==> src/rtl/cpu6502_pkg.sv <==
// Shared codes for the 6502 interrupt entry sequencer: vector kinds, push selects, states, ADL masks.
// Pure declarations, no logic or latency.
// No flow control involved.
package cpu6502_pkg;

  typedef enum logic [1:0] {
    VEC_IRQ = 2'd0,
    VEC_NMI = 2'd1,
    VEC_RES = 2'd2
  } vec_kind_e;

  typedef enum logic [1:0] {
    PUSH_NONE = 2'd0,
    PUSH_PCH  = 2'd1,
    PUSH_PCL  = 2'd2,
    PUSH_P    = 2'd3
  } push_sel_e;

  typedef enum logic [2:0] {
    ST_IDLE = 3'd0,
    ST_T1   = 3'd1,
    ST_T2   = 3'd2,
    ST_T3   = 3'd3,
    ST_T4   = 3'd4,
    ST_T5   = 3'd5,
    ST_T6   = 3'd6,
    ST_T7   = 3'd7
  } seq_state_e;

  // ADL pulldown masks as {adl2, adl1, adl0}; ADL precharges to FF.
  localparam logic [2:0] ADL_LO_IRQ = 3'b001;  // FE
  localparam logic [2:0] ADL_HI_IRQ = 3'b000;  // FF
  localparam logic [2:0] ADL_LO_NMI = 3'b101;  // FA
  localparam logic [2:0] ADL_HI_NMI = 3'b100;  // FB
  localparam logic [2:0] ADL_LO_RES = 3'b011;  // FC
  localparam logic [2:0] ADL_HI_RES = 3'b010;  // FD

  function automatic logic [2:0] adl_mask(input vec_kind_e kind, input logic hi);
    case (kind)
      VEC_NMI: adl_mask = hi ? ADL_HI_NMI : ADL_LO_NMI;
      VEC_RES: adl_mask = hi ? ADL_HI_RES : ADL_LO_RES;
      default: adl_mask = hi ? ADL_HI_IRQ : ADL_LO_IRQ;
    endcase
  endfunction

endpackage

==> src/rtl/nmi_edge_detect.sv <==
// Latches a rising edge of the NMI line until the sequencer consumes it.
// Pending flag rises one cycle after the line goes high.
// No backpressure; a new edge in the clear cycle wins over the clear.
module nmi_edge_detect (
  input  logic i_clk,
  input  logic i_reset,
  input  logic i_nmi,
  input  logic i_clr,
  output logic o_pend
);

  logic nmi_q;

  always_ff @(posedge i_clk) begin
    if (i_reset) begin
      nmi_q  <= 1'b0;
      o_pend <= 1'b0;
    end else begin
      nmi_q  <= i_nmi;
      o_pend <= (o_pend & ~i_clr) | (i_nmi & ~nmi_q);
    end
  end

endmodule

==> src/rtl/interrupt_vector_sequencer.sv <==
// Seven-cycle RES/NMI/IRQ/BRK entry: pushes PCH, PCL, P to page 01, then fetches the vector.
// Start decided at i_sync, T1 on the next edge; strobes are decoded from registered state.
// No backpressure; RES restarts the sequence from T1 at any point.
module interrupt_vector_sequencer
  import cpu6502_pkg::*;
#(
  parameter bit RES_SUPPRESS_WR = 1'b1,
  parameter bit NMI_HIJACK      = 1'b1
) (
  input  logic       i_clk,
  input  logic       i_reset,
  input  logic       i_sync,
  input  logic       i_res_req,
  input  logic       i_nmi,
  input  logic       i_irq,
  input  logic       i_i_flag,
  input  logic       i_brk,
  output logic       o_busy,
  output logic       o_rw,
  output logic       o_pc_inc,
  output logic [1:0] o_push_sel,
  output logic       o_b_flag,
  output logic       o_sp_dec,
  output logic       o_0_adl0,
  output logic       o_0_adl1,
  output logic       o_0_adl2,
  output logic       o_0_adh0,
  output logic       o_0_adh1_7,
  output logic       o_pcl_load,
  output logic       o_pch_load,
  output logic       o_set_i,
  output logic [1:0] o_vec_kind,
  output logic       o_done
);

  seq_state_e state_q, state_d;
  vec_kind_e  kind_q, kind_d;
  logic       brk_q, brk_d;
  logic       nmi_pend;
  logic       nmi_clr;
  logic       push_en;

  assign nmi_clr = (state_q == ST_T6) && (kind_q == VEC_NMI);

  nmi_edge_detect u_nmi_edge (
    .i_clk   (i_clk),
    .i_reset (i_reset),
    .i_nmi   (i_nmi),
    .i_clr   (nmi_clr),
    .o_pend  (nmi_pend)
  );

  always_comb begin
    state_d = state_q;
    kind_d  = kind_q;
    brk_d   = brk_q;
    case (state_q)
      ST_IDLE: begin
        if (i_sync) begin
          if (i_res_req) begin
            state_d = ST_T1;
            kind_d  = VEC_RES;
            brk_d   = 1'b0;
          end else if (nmi_pend) begin
            state_d = ST_T1;
            kind_d  = VEC_NMI;
            brk_d   = 1'b0;
          end else if (i_irq && !i_i_flag) begin
            state_d = ST_T1;
            kind_d  = VEC_IRQ;
            brk_d   = 1'b0;
          end else if (i_brk) begin
            state_d = ST_T1;
            kind_d  = VEC_IRQ;
            brk_d   = 1'b1;
          end
        end
      end
      ST_T1:   state_d = ST_T2;
      ST_T2:   state_d = ST_T3;
      ST_T3:   state_d = ST_T4;
      ST_T4:   state_d = ST_T5;
      ST_T5:   state_d = ST_T6;
      ST_T6:   state_d = ST_T7;
      default: state_d = ST_IDLE;
    endcase

    // Hijack keeps brk_q, so the pushed B bit still reflects a BRK.
    if (NMI_HIJACK && (kind_q == VEC_IRQ) && nmi_pend &&
        (state_q inside {ST_T1, ST_T2, ST_T3, ST_T4, ST_T5}))
      kind_d = VEC_NMI;

    if ((state_q != ST_IDLE) && i_res_req) begin
      state_d = ST_T1;
      kind_d  = VEC_RES;
      brk_d   = 1'b0;
    end

    if (state_d == ST_IDLE) begin
      kind_d = VEC_IRQ;
      brk_d  = 1'b0;
    end
  end

  always_ff @(posedge i_clk) begin
    if (i_reset) begin
      state_q <= ST_IDLE;
      kind_q  <= VEC_IRQ;
      brk_q   <= 1'b0;
    end else begin
      state_q <= state_d;
      kind_q  <= kind_d;
      brk_q   <= brk_d;
    end
  end

  assign push_en = !(RES_SUPPRESS_WR && (kind_q == VEC_RES));

  always_comb begin
    o_busy     = (state_q != ST_IDLE);
    o_rw       = 1'b1;
    o_pc_inc   = 1'b0;
    o_push_sel = PUSH_NONE;
    o_b_flag   = 1'b0;
    o_sp_dec   = 1'b0;
    o_0_adl0   = 1'b0;
    o_0_adl1   = 1'b0;
    o_0_adl2   = 1'b0;
    o_0_adh0   = 1'b0;
    o_0_adh1_7 = 1'b0;
    o_pcl_load = 1'b0;
    o_pch_load = 1'b0;
    o_set_i    = 1'b0;
    o_vec_kind = kind_q;
    o_done     = 1'b0;
    case (state_q)
      ST_T1: o_pc_inc = brk_q;
      ST_T3, ST_T4, ST_T5: begin
        // A suppressed RES still walks SP down on page 01, it just never writes.
        o_0_adh1_7 = 1'b1;
        o_sp_dec   = 1'b1;
        if (push_en) begin
          o_rw       = 1'b0;
          o_push_sel = (state_q == ST_T3) ? PUSH_PCH :
                       (state_q == ST_T4) ? PUSH_PCL : PUSH_P;
        end
        if (state_q == ST_T5)
          o_b_flag = brk_q;
      end
      ST_T6: begin
        o_pcl_load = 1'b1;
        o_set_i    = 1'b1;
        {o_0_adl2, o_0_adl1, o_0_adl0} = adl_mask(kind_q, 1'b0);
      end
      ST_T7: begin
        o_pch_load = 1'b1;
        o_done     = 1'b1;
        {o_0_adl2, o_0_adl1, o_0_adl0} = adl_mask(kind_q, 1'b1);
      end
      default: ;
    endcase
  end

endmodule

==> config.mk <==
export PLATFORM = sky130hd
export DESIGN_NAME = interrupt_vector_sequencer
export DESIGN_NICKNAME = d
export VERILOG_FILES = /design/src/rtl/cpu6502_pkg.sv /design/src/rtl/nmi_edge_detect.sv /design/src/rtl/interrupt_vector_sequencer.sv
export SDC_FILE = /design/constraint.sdc
export NUM_CORES = 1
export LEC_CHECK = 0
export BUFFER_PORTS_ARGS = -buffer_cell sky130_fd_sc_hd__buf_4
export CELL_PAD_IN_SITES_DETAIL_PLACEMENT = 1
export CELL_PAD_IN_SITES_GLOBAL_PLACEMENT = 1
export CORE_MARGIN = 2
export CORE_UTILIZATION = 28
export CTS_BUF_LIST = sky130_fd_sc_hd__clkbuf_8
export CTS_CLUSTER_SIZE = 12
export DETAILED_ROUTE_END_ITERATION = 10
export PLACE_DENSITY_LB_ADDON = 0.1
export SYNTH_ARGS = -nofsm -noshare
export SYNTH_HDL_FRONTEND = slang
export SYNTH_SLANG_ARGS = --single-unit
export TNS_END_PERCENT = 10
==> constraint.sdc <==
create_clock -name i_clk -period 1.48 [get_ports i_clk]
set_input_delay 0.37 -clock i_clk [delete_from_list [all_inputs] [get_ports i_clk]]
set_output_delay 0.37 -clock i_clk [all_outputs]
set_load 0.05 [all_outputs]
Yosys cells after proc, flatten, opt, wreduce, memory -nomap -nowiden
Index checks and enable logic that the tools add are counted.

Output and inout bits: 18. Register bits after elaboration: 8. Input bits: 8.

Equal/unequal tests: 9. Mux-type cells: 36. Reductions and logical operators: 24. Bitwise operators: 5.

Operators with widths (number): two-way mux 2 bit (11); one-hot mux 3 bit (7 select lines) (1); two-way mux 3 bit (6); two-way mux 1 bit (13); == test 3 bit, second input constant (4); one-hot mux 3 bit (2 select lines) (2); nonzero test 5 bit (2); AND reduction 3 bit (3); nonzero test 3 bit (3); == test 3 x 2 -> 1 bit, second input constant (2); logical NOT 3 bit (2); one-hot mux 1 bit (2 select lines) (3); nonzero test 6 bit (1); OR reduction 3 bit (2); logical AND 1 bit (5); nonzero test 2 bit (2); nonzero test 4 bit (1); == test 3 x 1 -> 1 bit, second input constant (1); bitwise AND 1 bit (2); == test 2 x 1 -> 1 bit, second input constant (1); == test 2 bit, second input constant (1); logical NOT 2 bit (1); NOT 1 bit (2); OR reduction 2 bit (1); 2 further kinds (2).

Logic depth before layout (Yosys ltp)
Depth after elaboration: 10. Depth in mapped cells: 6. Mapped depth without buffers: 5.

Cells and area by module
From an unflattened synthesis, not the netlist that was laid out.

Cells, all modules: 67. Area, all modules: 525.5 um^2.

Modules (own cells, without submodules): interrupt_vector_sequencer (area an instance 450.4 um^2, cells each 61, times used 1); nmi_edge_detect (area an instance 75.1 um^2, cells each 6, times used 1).

Worst setup path before layout
OpenSTA, ideal clock, no wires.

Kind: reg-to-output. Start: register state_q[1]. End: output o_rw. Path slack: -1306 ps. Data arrival time: 2416 ps. Buffers on the path: 1. Stages on the path, launching flop included: 5. Cell sequence: dfxtp_1 > buf_6 > nand2_1 > o21ai_0 > nand2_1.

Longest elaborated chain between the ends: 3. Elaborated cells between the ends (all ways): 5. Those cells by class: eq/ne: 3; mux: 1; reduce/logical: 1.

RTL lines: from (decl) (RTL line interrupt_vector_sequencer.sv:36) `seq_state_e state_q, state_d;`; from (signal assigned) (RTL line interrupt_vector_sequencer.sv:111) `state_q <= state_d;`; == test 3 x 2 -> 1 bit / == test 3 bit (equally long branches) (RTL line interrupt_vector_sequencer.sv:136) `case (state_q)`; OR reduction 3 bit (*) (RTL line interrupt_vector_sequencer.sv:136); two-way mux 1 bit (*) (RTL line interrupt_vector_sequencer.sv:136); to (decl) (RTL line interrupt_vector_sequencer.sv:19) `output logic o_rw,`.

Mark *: on every way between the ends. The rest lies on a longest branch, timed or not.

Worst setup path in the final report
Start: register state_q[2]. End: output o_busy.

Longest elaborated chain between the ends: 1.

RTL lines: nonzero test 3 bit (RTL line interrupt_vector_sequencer.sv:120) `o_busy = (state_q != ST_IDLE);`; to (decl) (RTL line interrupt_vector_sequencer.sv:18) `output logic o_busy,`.

Every way passes these cells.

==> flow_metrics.env <==
export IMPL_kind_of_cell_adding_the_most_delay_to_the_critical_path="buffers and inverters"
export IMPL_fp_dieArea_um2=2176
export IMPL_crit_top_cell="sky130_fd_sc_hd__buf_6"
export IMPL_synth_ff_latch_count=8
export IMPL_routed_wirelength_um=1665
export IMPL_route_detailed_wl_per_inst_um=13.21
export IMPL_regToRegStartpoint="state_q[2]"
export IMPL_synth_async_reset_ratio=0
export IMPL_synth_common_cells="8 x sky130_fd_sc_hd__dfxtp_1, 7 x sky130_fd_sc_hd__a21oi_1, 7 x sky130_fd_sc_hd__nand2_1, 5 x sky130_fd_sc_hd__buf_4, 5 x sky130_fd_sc_hd__nor3_1"
export IMPL_tritoncts_num_buffers=3
export IMPL_fillCellCount=201
export IMPL_irDropWorstVdd_v=0.0007069
export IMPL_arrival_worst_endpoint_ns=1.21
export IMPL_yosys_area_top_type_share=0.3145
export IMPL_setup_worst_path_class="flip-flop to primary output"
export IMPL_dp_hpwl_um=1181
export IMPL_htree_num_levels=1
export IMPL_synth_lib_cells_used_distinct=30
export IMPL_rsz0062_at_grt="yes"
export IMPL_floorplan_rows=15
export IMPL_placeableCoreArea_um2=1727
export IMPL_tritoncts_num_sinks=8
export IMPL_maximum_clock_rate_mhz=634.4
export IMPL_synth_enable_flop_cells=0
export IMPL_power_density_nw_per_um2=742.0
export IMPL_groute_usage_overall=0.1738
export IMPL_crit_start="state_q[2]"
export IMPL_gp_routability_congestion=0.7726
export IMPL_grt_pass1_wl_um=2470
export IMPL_initial_core_util=0.2949
export IMPL_ctsLongestPathBuffers=2
export IMPL_synth_largest_area_cell="sky130_fd_sc_hd__dfxtp_1"
export IMPL_initial_antenna_violation_count=0
export IMPL_multi_input_comb_area_um2=372.9
export IMPL_layoutNonFillerInstCount=126
export IMPL_endpoint_class_of_the_critical_path="primary output"
export IMPL_diodes=0
export IMPL_timing_hold_ws_ns=0.3438
export IMPL_slew_violations=0
export IMPL_timing_hold_worst_start="i_reset"
export IMPL_failing_checks="negative setup slack"
export IMPL_timing_hold_worst_class="input port to flip-flop"
export IMPL_syn_cell_area_um2=509.2
export IMPL_critical_path_max_stage_delay_ns=0.35
export IMPL_dominantRegCellSynth="sky130_fd_sc_hd__dfxtp_1"
export IMPL_nature_of_the_critical_path_startpoint="flip-flop"
export IMPL_worst_setup_hold_path_clk_slew_ns=0.04
export IMPL_initialDrtViolationCount=1
export IMPL_maxCapViolCount=0
export IMPL_detail_route_antenna_nets=0
export IMPL_final_layout_size_suffix_gt1_frac=0.6436
export IMPL_die_y_um=46.65
export IMPL_cpMaxStageDelayCell="sky130_fd_sc_hd__dfxtp_4"
export IMPL_run_status="complete, but fails checks"
export IMPL_static_leakage_power_nw=0.4400
export IMPL_worst_ep_required_time_ns=1.11
export IMPL_ff_latch_area_um2=173.9
export IMPL_buffer_ports_inserted=24
export IMPL_synth_seq_area_share=0.3145
export IMPL_dp_worst_setup_slack_ns=-0.003333
export IMPL_ff2ff_setup_slack_ns=0.03
export IMPL_synth_cells=66
export IMPL_skew_ns=0.001050
export IMPL_timing_hold_violations_final=0
export IMPL_crit_path_cell_trace="buf_6 > nor3_4 > inv_2 > buf_6 > buf_8"
export IMPL_placed_cells=119
export IMPL_setup_viol_count_final=9
export IMPL_clk_insertion_delay_late_ns=0.23
export IMPL_post_synth_main_area_contributors="sky130_fd_sc_hd__dfxtp_1 31%, sky130_fd_sc_hd__buf_4 7.4%, sky130_fd_sc_hd__a21oi_1 6.9%, sky130_fd_sc_hd__nand2_1 5.2%, sky130_fd_sc_hd__nor3_1 4.9%"
export IMPL_grt_pass1_vias=551
export IMPL_boundaryPins=26
export IMPL_tritoncts_clock_tree="yes"
export IMPL_worstPathMaxFanout=4
export IMPL_worst_slack_ns=-0.09626
export IMPL_synthesis_yosys_warnings=0
export IMPL_final_net_count=110
export IMPL_hold_buffer_count_at_cts=0
export IMPL_crit_buf_inv=4
export IMPL_leading_cell_type_by_number_of_instances_after_synthesis="sky130_fd_sc_hd__dfxtp_1"
export IMPL_layout_area_overhead_vs_synth_pct=99.76
export IMPL_timing_final_crit_share=1.065
export IMPL_grt_start_max_net_pins=10
export IMPL_clock_root_buffer="sky130_fd_sc_hd__clkbuf_8"
export IMPL_dpl_instance_area_um2=843.3
export IMPL_detailedRoute_firstPassIterationCount=2
export IMPL_fin_setup_tns_ns=-0.3855
export IMPL_detailroute_via_count=589
export IMPL_grt_remaining_overflow=0
export IMPL_die_width_um=46.65
export IMPL_finish_instance_area_um2=1017
export IMPL_avgViaCountPerCell=4.675
export IMPL_syn_avg_cell_area_um2=7.716
export IMPL_remaining_drc_errors=0
export IMPL_net_count_of_the_mapped_netlist=74
export IMPL_final_min_clock_period_ns=1.576
-- report_power, final --
group	internal (mW)	total [mW]	leakage (nW)	switching, mW
combinational	0.106	0.231	0.344	0.126
sequential	0.228	0.244	0.0686	0.0161
clock	0.181	0.279	0.0269	0.0987
-- cells in the final DEF (no fill, tap or decap), types with 2 or more instances in the layout --
cell type | netlist | layout
sky130_fd_sc_hd__inv_1 | 3 | 3
sky130_fd_sc_hd__a21oi_4 | 0 | 2
sky130_fd_sc_hd__a21oi_1 | 7 | 5
sky130_fd_sc_hd__nand2_1 | 7 | 5
sky130_fd_sc_hd__dfxtp_1 | 8 | 3
sky130_fd_sc_hd__clkbuf_8 | 0 | 3
sky130_fd_sc_hd__nor3_4 | 1 | 2
sky130_fd_sc_hd__buf_6 | 2 | 16
sky130_fd_sc_hd__buf_8 | 0 | 2
sky130_fd_sc_hd__nand2b_4 | 0 | 2
sky130_fd_sc_hd__nand2_4 | 0 | 2
sky130_fd_sc_hd__o41ai_1 | 2 | 2
sky130_fd_sc_hd__dfxtp_2 | 0 | 2
sky130_fd_sc_hd__dfxtp_4 | 0 | 3
sky130_fd_sc_hd__buf_4 | 5 | 22
sky130_fd_sc_hd__nor2_4 | 0 | 3
sky130_fd_sc_hd__nor3_1 | 5 | 3
-- area by class of cell --
type                       count  area share
timing repair buffer          40      0.3690
tap                           25     0.03075
inverter                       4     0.01845
sequential                     8      0.1710
clock inverter                 1    0.003690
clock buffer                   3     0.04059
multi-input combinational     45      0.3665
-- final timing paths --
| path | endpoint | cells after the start |
|---|---|---|
| worst max-delay path | o_busy | 5 |
| worst min-delay path | u_nmi_edge.o_pend | 2 |
| worst max register to register | brk_q | 6 |
| worst min register to register | u_nmi_edge.o_pend | 2 |
-- sequential cells by signal, summed over array words and instances, names as in the netlist --
signal,flops
brk_q,1
o_vec_kind,2
state_q,3
u_nmi_edge.nmi_q,1
u_nmi_edge.o_pend,1
-- per-layer routing --
layer | GRT usage | wire [um] | vias to the layer above
li1 | - | - | 292
met1 | 0.1745 | 652 | 271
met2 | 0.3167 | 890 | 22
met3 | 0.02353 | 75 | 4
met4 | 0.1333 | 46 | 0
met5 | 0 | 0 | -
-- per-stage QoR --
step | utilization | total power, mW
after CTS | 0.5783 | 0.7564
after detailed placement | 0.4884 | 0.4527
after global placement | 0.4884 | 0.4500
after global routing | 0.5891 | 0.7811
final | 0.5891 | 0.7547
after floorplan | - | 0.3798
-- timing repair --
action	4_1_cts	5_1_grt
endpoints found under the setup margin	16	16
buffers inserted	3	0
pin swaps	2	1
gates resized for setup	24	5
-- kinds of logic after synthesis --
logic type,synth area share
AO/OA/AOI/OAI,0.1867
XOR/XNOR,0.03440
buffers and inverters,0.1646
flip-flops,0.3145
other,0.007364
AND/OR/NAND/NOR,0.2924
-- worst reg2reg max path, cell delays in order (launching register included) --
cell and delay, ns:
sky130_fd_sc_hd__dfxtp_4 0.35, sky130_fd_sc_hd__buf_6 0.12, sky130_fd_sc_hd__nor3_4 0.18, sky130_fd_sc_hd__inv_2 0.06
sky130_fd_sc_hd__or4_1 0.46, sky130_fd_sc_hd__a2bb2oi_1 0.15, sky130_fd_sc_hd__nor2_2 0.07
(Power assumes the default switching activity.)
